[config.mk]
export PLATFORM = sky130hd
export DESIGN_NAME = adc_r_flat
export DESIGN_NICKNAME = d
export VERILOG_FILES = /design/src/rtl/adc_pkg.sv /design/src/rtl/adc_r_if.sv /design/src/rtl/adc_dc_track.sv /design/src/rtl/adc_r.sv /design/src/flat_wrapper.sv
export SDC_FILE = /design/constraint.sdc
export NUM_CORES = 1
export LEC_CHECK = 0
export CORE_ASPECT_RATIO = 1.25
export CORE_UTILIZATION = 56
export CTS_BUF_LIST = sky130_fd_sc_hd__clkbuf_4 sky130_fd_sc_hd__clkbuf_8
export CTS_CLUSTER_SIZE = 30
export DETAILED_ROUTE_END_ITERATION = 8
export HOLD_SLACK_MARGIN = 0.1
export PLACE_DENSITY = 0.88
export SKIP_CTS_REPAIR_TIMING = 1
export SLEW_MARGIN = 20
export SYNTH_ARGS = -nofsm -noshare
export SYNTH_HDL_FRONTEND = slang
export SYNTH_SLANG_ARGS = --single-unit
[constraint.sdc]
create_clock -name clk -period 6.1 [get_ports clk]
set_input_delay 0.61 -clock clk [delete_from_list [all_inputs] [get_ports clk]]
set_output_delay 0.61 -clock clk [all_outputs]
set_load 0.05 [all_outputs]
[src/rtl/adc_pkg.sv]
// adc_pkg: shared widths, FSM state type and iqsel phase helper for the adc_r receive path.
// Latency: n/a (constants, types and a pure function only).
// Backpressure: n/a.
package adc_pkg;

  localparam int ADC_W    = 14;               // ADC word width
  localparam int SAMP_W   = 16;               // left-justified output sample width
  localparam int DC_SHIFT = 8;                // DC tracker leak shift
  localparam int ACC_W    = SAMP_W + DC_SHIFT; // 24-bit tracker accumulator
  localparam int ERR_W    = 8;                // sync error counter width

  typedef enum logic {
    HUNT   = 1'b0,
    LOCKED = 1'b1
  } adc_state_t;

  // I word is on the bus for phases 0-1, Q word for phases 2-3.
  function automatic logic exp_iqsel(input logic [1:0] ph);
    return (ph < 2'd2);
  endfunction

endpackage

[src/rtl/adc_r_if.sv]
// adc_r_if: ADC capture bus plus deinterleaved sample output bundle; master = source/sink side, slave = adc_r.
// Latency: n/a (wires only). i_dc_est/q_dc_est exist only when ADC_DC_TRACK_EN is defined.
// Backpressure: none; the consumer must take every dav pulse.
interface adc_r_if;
  import adc_pkg::*;

  logic              adc_en;
  logic [ADC_W-1:0]  adc_d;
  logic              adc_iqsel;
  logic              calibrate;
  logic [SAMP_W-1:0] i_dc_cal;
  logic [SAMP_W-1:0] q_dc_cal;
  logic [SAMP_W-1:0] i_data;
  logic [SAMP_W-1:0] q_data;
  logic              dav;
  logic              locked;
  logic [ERR_W-1:0]  sync_errs;
`ifdef ADC_DC_TRACK_EN
  logic [SAMP_W-1:0] i_dc_est;
  logic [SAMP_W-1:0] q_dc_est;

  modport master (
    output adc_en, adc_d, adc_iqsel, calibrate, i_dc_cal, q_dc_cal,
    input  i_data, q_data, dav, locked, sync_errs, i_dc_est, q_dc_est
  );
  modport slave (
    input  adc_en, adc_d, adc_iqsel, calibrate, i_dc_cal, q_dc_cal,
    output i_data, q_data, dav, locked, sync_errs, i_dc_est, q_dc_est
  );
`else
  modport master (
    output adc_en, adc_d, adc_iqsel, calibrate, i_dc_cal, q_dc_cal,
    input  i_data, q_data, dav, locked, sync_errs
  );
  modport slave (
    input  adc_en, adc_d, adc_iqsel, calibrate, i_dc_cal, q_dc_cal,
    output i_data, q_data, dav, locked, sync_errs
  );
`endif

endinterface

[src/rtl/adc_dc_track.sv]
// adc_dc_track: one-channel leaky-integrator DC estimator (est = acc >> DC_SHIFT), built only with ADC_DC_TRACK_EN.
// Latency: est_o reflects an update one clock after upd_i.
// Backpressure: none; updates on every upd_i strobe.
`ifdef ADC_DC_TRACK_EN
module adc_dc_track
  import adc_pkg::*;
(
  input  logic              clk,
  input  logic              rst,
  input  logic              upd_i,
  input  logic [SAMP_W-1:0] raw_i,
  output logic [SAMP_W-1:0] est_o
);

  logic [ACC_W-1:0] acc_q;
  logic [ACC_W-1:0] acc_d;

  assign est_o = acc_q[ACC_W-1 -: SAMP_W];

  // Leak: add the new sample, subtract the current estimate (both sign-extended).
  always_comb begin
    acc_d = acc_q;
    if (upd_i) begin
      acc_d = acc_q + {{DC_SHIFT{raw_i[SAMP_W-1]}}, raw_i}
                    - {{DC_SHIFT{est_o[SAMP_W-1]}}, est_o};
    end
  end

  // Accumulator register.
  always_ff @(posedge clk or posedge rst) begin
    if (rst) acc_q <= '0;
    else     acc_q <= acc_d;
  end

endmodule
`endif

[src/rtl/adc_r.sv]
// adc_r: locks to the ADC iqsel line, deinterleaves I/Q into 16-bit samples, subtracts offset (DC tracker with ADC_DC_TRACK_EN).
// Latency: pair registered at the ph=3 edge; dav pulses for one clock every 4 clocks while locked.
// Backpressure: none; a mismatch or adc_en drop returns to HUNT and drops the partial pair.
module adc_r
  import adc_pkg::*;
(
  input  logic    clk,
  input  logic    rst,
  adc_r_if.slave  bus
);

  adc_state_t        state_q, state_d;
  logic [1:0]        ph_q, ph_d;      // phase of the most recent accepted edge
  logic [1:0]        ph_cur;          // phase of the edge being evaluated now
  logic              iqsel_q;
  logic [ERR_W-1:0]  errs_q, errs_d;
  logic              cap_i;
  logic              fire;
  logic [SAMP_W-1:0] i_raw_q;
  logic [SAMP_W-1:0] q_word;
  logic [SAMP_W-1:0] off_i, off_q;
  logic [SAMP_W-1:0] i_data_q, q_data_q;
  logic              dav_q;

  assign ph_cur = ph_q + 2'd1;
  assign q_word = {bus.adc_d, {(SAMP_W-ADC_W){1'b0}}};

`ifdef ADC_DC_TRACK_EN
  logic [SAMP_W-1:0] i_est, q_est;
  logic              trk_upd;

  // Estimator freezes while calibrating.
  assign trk_upd = fire & ~bus.calibrate;

  adc_dc_track u_trk_i (
    .clk   (clk),
    .rst   (rst),
    .upd_i (trk_upd),
    .raw_i (i_raw_q),
    .est_o (i_est)
  );

  adc_dc_track u_trk_q (
    .clk   (clk),
    .rst   (rst),
    .upd_i (trk_upd),
    .raw_i (q_word),
    .est_o (q_est)
  );

  assign off_i        = bus.calibrate ? '0 : i_est;
  assign off_q        = bus.calibrate ? '0 : q_est;
  assign bus.i_dc_est = i_est;
  assign bus.q_dc_est = q_est;
`else
  assign off_i = bus.calibrate ? '0 : bus.i_dc_cal;
  assign off_q = bus.calibrate ? '0 : bus.q_dc_cal;
`endif

  // Next-state: lock on an enabled iqsel rising edge; mismatch beats a coincident edge.
  always_comb begin
    state_d = state_q;
    ph_d    = ph_q;
    errs_d  = errs_q;
    cap_i   = 1'b0;
    fire    = 1'b0;
    case (state_q)
      HUNT: begin
        if (bus.adc_en && bus.adc_iqsel && !iqsel_q) begin
          state_d = LOCKED;
          ph_d    = 2'd0;
        end
      end
      LOCKED: begin
        if (!bus.adc_en) begin
          state_d = HUNT;
        end else if (bus.adc_iqsel != exp_iqsel(ph_cur)) begin
          state_d = HUNT;
          if (errs_q != {ERR_W{1'b1}}) errs_d = errs_q + 1'b1;
        end else begin
          ph_d  = ph_cur;
          cap_i = (ph_cur == 2'd1);
          fire  = (ph_cur == 2'd3);
        end
      end
      default: state_d = HUNT;
    endcase
  end

  // FSM, phase, iqsel history and error counter registers.
  always_ff @(posedge clk or posedge rst) begin
    if (rst) begin
      state_q <= HUNT;
      ph_q    <= 2'd0;
      iqsel_q <= 1'b0;
      errs_q  <= '0;
    end else begin
      state_q <= state_d;
      ph_q    <= ph_d;
      iqsel_q <= bus.adc_iqsel;
      errs_q  <= errs_d;
    end
  end

  // Datapath: capture I at ph=1, finish the pair at ph=3; outputs hold otherwise.
  always_ff @(posedge clk or posedge rst) begin
    if (rst) begin
      i_raw_q  <= '0;
      i_data_q <= '0;
      q_data_q <= '0;
      dav_q    <= 1'b0;
    end else begin
      dav_q <= fire;
      if (cap_i) i_raw_q <= q_word;
      if (fire) begin
        i_data_q <= i_raw_q - off_i;
        q_data_q <= q_word - off_q;
      end
    end
  end

  assign bus.i_data    = i_data_q;
  assign bus.q_data    = q_data_q;
  assign bus.dav       = dav_q;
  assign bus.locked    = (state_q == LOCKED);
  assign bus.sync_errs = errs_q;

endmodule

[src/flat_wrapper.sv]
// flat-port wrapper written by rule: the top's interface ports become plain ports
module adc_r_flat import adc_pkg::*;
  (clk, rst, bus_adc_en, bus_adc_d, bus_adc_iqsel, bus_calibrate, bus_i_dc_cal, bus_q_dc_cal, bus_i_data, bus_q_data, bus_dav, bus_locked, bus_sync_errs);
  adc_r_if bus_i ();
  input  logic clk;
  input  logic rst;
  input wire logic [$bits(bus_i.adc_en)-1:0] bus_adc_en;
  input wire logic [$bits(bus_i.adc_d)-1:0] bus_adc_d;
  input wire logic [$bits(bus_i.adc_iqsel)-1:0] bus_adc_iqsel;
  input wire logic [$bits(bus_i.calibrate)-1:0] bus_calibrate;
  input wire logic [$bits(bus_i.i_dc_cal)-1:0] bus_i_dc_cal;
  input wire logic [$bits(bus_i.q_dc_cal)-1:0] bus_q_dc_cal;
  output wire logic [$bits(bus_i.i_data)-1:0] bus_i_data;
  output wire logic [$bits(bus_i.q_data)-1:0] bus_q_data;
  output wire logic [$bits(bus_i.dav)-1:0] bus_dav;
  output wire logic [$bits(bus_i.locked)-1:0] bus_locked;
  output wire logic [$bits(bus_i.sync_errs)-1:0] bus_sync_errs;
  assign bus_i.adc_en = bus_adc_en;
  assign bus_i.adc_d = bus_adc_d;
  assign bus_i.adc_iqsel = bus_adc_iqsel;
  assign bus_i.calibrate = bus_calibrate;
  assign bus_i.i_dc_cal = bus_i_dc_cal;
  assign bus_i.q_dc_cal = bus_q_dc_cal;
  assign bus_i_data = bus_i.i_data;
  assign bus_q_data = bus_i.q_data;
  assign bus_dav = bus_i.dav;
  assign bus_locked = bus_i.locked;
  assign bus_sync_errs = bus_i.sync_errs;
  adc_r u_core (.clk(clk), .rst(rst), .bus(bus_i));
endmodule
**After elaboration in Yosys (flattened, before gate mapping)**

Index checks and enable logic that the tools add are counted.

- Word-level logic and storage cells: 42
- Register bits: 59
- Input port bits: 51
- Output and inout bits: 42

- Bitwise logic cells: 1
- Reduce and logical (&&, ||, !) cells: 5
- Equality and inequality tests: 7
- Add/sub/neg operators: 4
- Order comparisons: 1
- Muxes and demuxes: 16

Operators with widths:

| operator | count |
|---|---|
| $mux 16 | 2 |
| $sub 16x16->16 | 2 |
| $mux 1 | 9 |
| $add 8x1->8 const B | 1 |
| $ne 8x8->1 const B | 1 |
| $mux 2 | 3 |
| $ne 2x2->1 const B | 2 |
| $pmux 2 s2 | 1 |
| $reduce_and 4->1 | 1 |
| $reduce_and 3->1 | 1 |
| $add 2x1->2 const B | 1 |
| $eq 2x1->1 const B | 1 |
| $eq 2x2->1 const B | 1 |
| $logic_and 1x1->1 | 2 |
| $lt 2x2->1 const B | 1 |
| $ne 2x1->1 const B | 1 |
| $pmux 1 s2 | 1 |
| $logic_not 1->1 | 1 |
| $ne 1x1->1 | 1 |
| $not 1->1 | 1 |

**Depth between registers and ports, before layout**

- Depth in word-level cells: 6
- Gate-level depth with buffers: 10

**Worst setup path after synthesis**

No wires, ideal clock.

- Path kind: input to register
- From: in bus_calibrate
- To: reg u_core.q_data_q[14] (netlist: u_core.bus.q_data[14])
- Path slack: 3532 ps
- Library setup time: 124 ps
- Stages: 9
- Required time: 5976 ps
- Arrival: 2444 ps
- Path through: clkbuf_1 nand2b_1 ha_1 a21oi_2 o211ai_1 a221oi_2 o21ai_1 mux2_1 a211o_1

- Word-level cells in the longest chain between the ends: 2

Ends and longest elaborated chain:

| what | RTL line | source |
|---|---|---|
| start: declaration | flat_wrapper.sv:10 | `input wire logic [$bits(bus_i.calibrate)-1:0] bus_calibrate;` |
| $mux 16 | adc_r.sv:57 | `assign off_q = bus.calibrate ? '0 : bus.q_dc_cal;` |
| $sub 16x16->16 | adc_r.sv:117 | `q_data_q <= q_word - off_q;` |
| end signal: assignment | adc_r.sv:117 |  |
| end: declaration | adc_r.sv:22 | `logic [SAMP_W-1:0] i_data_q, q_data_q;` |

No other way between the ends.
A chain may end at the register's enable or synchronous reset.

**Worst setup path in the final report**

Same ends and word-level chain as after synthesis.

==> flow_summary_export.csv <==
group,metric,value,unit
outcome,status,"complete, no violations",
layout,fillers,473,
global_routing,track_usage,26.4,%
global_routing,grt_pass1_vias,3222,
logic_synthesis,yosysUniqueCellTypes,53,
setup_path,slowest_delay,910,ps
routing,dr.pass1.iters,5,
logic_synthesis,synth-edff-count,0,
routing,drtIter0Drc,185,
clock_network,cts_root_buffer,"clkbuf_8",
timing,period_share,56.5,%
layout,nets,599,
timing,worstMarginPinSlew,951,ps
routing,via_per_inst,5.65,
clock_network,clock-sinks,59,
floorplanning,dieArea,0.00737,mm²
floorplanning,initial_core_util,58.8,%
logic_synthesis,yosysWarnings,0,
layout,antenna-diode-count,0,
setup_path,crit_path_start_kind,"input pin",
routing,via_count,3411,
layout,fin_area,0.00511,mm²
logic_synthesis,synth_nets,509,
logic_synthesis,yosys_register_bits,59,
layout,fin_util,76.5,%
setup_path,cpMaxStageDelayCell,"clkdlybuf4s50_1",
setup_path,cp_top_family,"compound AO/OA/AOI/OAI gates",
setup_path,crit_chain,"clkdlybuf4s50_1 > nand2b_1 > ha_1 > a21oi_2 > o211ai_1 > a221oi_2 > o21ai_1 > mux2_1 > a211o_1",
place,place.gp.congestion,0.881,
floorplanning,rows,33,
timing,fin_crit,3450,ps
routing,drc,0,
setup_path,r2r_cells,9,
timing,setup_tns,0,ps
min_path,hold_depth,2,
floorplanning,num_io_pins,93,
layout,area_delta_synth_final,30.0,%
logic_synthesis,synthCells,423,
floorplanning,die_y,95.7,µm
timing,skew,9.58,ps
place,placed_area,0.00491,mm²
timing,clock.fmax,0.290,GHz
logic_synthesis,ys.flop_type,"dfrtp_1",
timing,rsz0062_at_grt,"false",
setup_path,cp.arrival,3680,ps
setup_path,crit_buf_inv,1,
routing,routed_wl,9470,µm
power,ir_worst_vdd,0.347,mV
setup_path,cp_max_fo,35,
place,hpwlAfterDp,7000,µm
logic_synthesis,synth-seq-area-share,37.5,%
global_routing,antenna_found_initial,0,
timing,setup_violations,0,
job,drv_cap,0,
clock_network,tritoncts,"built",
power,powerDensity,428,mW/mm²
global_routing,grt_max_degree,64,
logic_synthesis,netlist_area,0.00393,mm²
power,leakagePower,2.28,nW
timing,slew_violations,0,
setup_path,end_kind,"flip-flop",
setup_path,criticalPathCategory,"in2reg",
clock_network,numCtsBuffers,9,
power,power,0.00219,W
timing,hold_viol,0,
clock_network,clk_latency,340,ps
timing,relSlewSlack,36.4,%
min_path,hp-class,"reg2reg",
routing,routedWlPerCell,15.7,µm
floorplanning,die_w,77.0,µm
logic_synthesis,async_reset_ff_share,100,%
global_routing,grt_pass1_wl,14900,µm
logic_synthesis,syn_area_per_cell,9.30,µm²
place,portBuffers,92,
clock_network,path_clk_slew,70,ps
global_routing,grt-ovfl-total,0,
layout,drive_gt1_share,8.32,%
routing,final_antenna_net_count,0,
floorplanning,coreArea,0.00669,mm²
setup_path,worstPathRequired,6330,ps
clock_network,htreeDepth,3,
clock_network,clockBufferDepth,2,
setup_path,worst-path-stages,9,
-- cells in the mapped netlist, drive strengths merged (2+ instances only) --
| master | instances | area [µm²] |
|---|---|---|
| mux2 | 18 | 206 |
| a31oi | 4 | 25.0 |
| o211a | 3 | 30.0 |
| or3 | 2 | 12.5 |
| a21o | 7 | 53.8 |
| o31ai | 8 | 65.1 |
| or2 | 2 | 12.5 |
| ha | 35 | 438 |
| buf | 5 | 31.3 |
| clkbuf | 9 | 33.8 |
| nor3 | 4 | 20.0 |
| dfrtp | 59 | 1480 |
| nor2b | 2 | 12.5 |
| a21oi | 26 | 138 |
| a211oi | 4 | 30.0 |
| and4 | 2 | 17.5 |
| a31o | 2 | 17.5 |
| xnor2 | 20 | 175 |
| a211o | 4 | 35.0 |
| o21a | 6 | 45.0 |
| nand2 | 54 | 203 |
| and3 | 4 | 26.3 |
| nand3 | 11 | 55.1 |
| inv | 10 | 37.5 |
| nand2b | 39 | 244 |
| o21bai | 3 | 22.5 |
| o21ai | 41 | 209 |
| nand4 | 2 | 12.5 |
| a221oi | 2 | 23.8 |
| xor2 | 10 | 87.6 |
| nor2 | 15 | 56.3 |
-- power breakdown --
part	leakage, nW	total, W	switching (W)	internal (W)
clock	0.0974	0.000367	0.000159	0.000208
sequential	0.776	0.000617	0.0000901	0.000527
combinational	1.41	0.00121	0.000723	0.000484
total	2.28	0.00219	0.000972	0.00122
-- flip-flops by register name (all words and copies together) (netlist names) --
name,cells
u_core.iqsel_q,1
u_core.ph_q,2
u_core.bus.i_data,16
u_core.bus.locked,1
u_core.i_raw_q,14
u_core.bus.q_data,16
u_core.bus.sync_errs,8
u_core.bus.dav,1
-- placed cells by master (no fill, tap or decap), drive strengths merged, types with 2 or more instances in the layout --
cell type	Yosys	routed
o21ai	41	41
o211a	3	3
or3	2	2
nor2b	2	2
o21bai	3	3
or2	2	2
o31ai	8	8
nand4	2	2
nand3	11	11
nor3	4	4
clkdlybuf4s50	0	92
nor2	15	15
a211oi	4	4
clkbuf	9	11
xor2	10	10
ha	35	35
a221oi	2	2
and4	2	2
clkinvlp	0	2
dfrtp	59	59
and3	4	4
inv	10	10
a21o	7	7
mux2	18	18
nand2	54	54
a31o	2	2
a211o	4	4
o21a	6	6
nand2b	39	39
xnor2	20	20
a21oi	26	26
a31oi	4	4
-- worst register-to-register path: stages (launching register included) --
cell and delay, ps:
dfrtp_1 370, inv_1 70, ha_1 320, xor2_1 260, and2b_1 250, nand2_4 350, inv_2 380, nand3_1 100
or3_1 350, nand3_1 70
-- routing by layer --
layer  vias to the layer above  wire (µm)  GRT usage, %
met5                         -          0             0
li1                       1674          -             -
met4                         0        100          7.53
met3                        12        464          6.45
met2                        96       5060          49.3
met1                      1629       3850          29.8
-- cell type report --
cell class	count	area, µm²	share of cell area (%)
multi-input combinational	340	2360	46.2
sequential	59	1480	28.9
timing repair buffer	93	928	18.2
clock buffer	11	151	2.96
tap	87	109	2.13
clock inverter	4	50.0	0.978
inverter	10	37.5	0.734
-- path summary, 6_finish.rpt --
kind	startpoint	endpoint	slack [ps]
max	bus_calibrate	u_core.bus.q_data[14]	2650
max reg2reg	u_core.ph_q[0]	u_core.bus.i_data[15]	3530
max in group asynchronous	rst	u_core.bus.i_data[4]	4810
min in group asynchronous	rst	u_core.bus.q_data[1]	800
min	u_core.bus.q_data[1]	u_core.bus.q_data[1]	480
min reg2reg	u_core.bus.q_data[1]	u_core.bus.q_data[1]	480
-- through the flow --
step | worst slack (ps) | cells | hold WS (ps)
after floorplan | 3530 | 423 | 471
after global placement | 2410 | 589 | 460
after detailed placement | 2310 | 589 | 468
after CTS | 2690 | 604 | 484
after global routing | 2440 | 604 | 510
final | 2650 | 604 | 477
-- cell families after synthesis --
logic type / Yosys count / share of synthesized area (%)
and+or+nand+nor: 140 / 17.6
buffers and inverters: 24 / 2.61
muxes: 18 / 5.25
AOI/OAI and AO/OA: 117 / 19.2
adders and majority gates: 35 / 11.1
xor gates and xnor gates: 30 / 6.68
DFF: 59 / 37.5
Note: power is estimated with default switching activity, not from simulation.
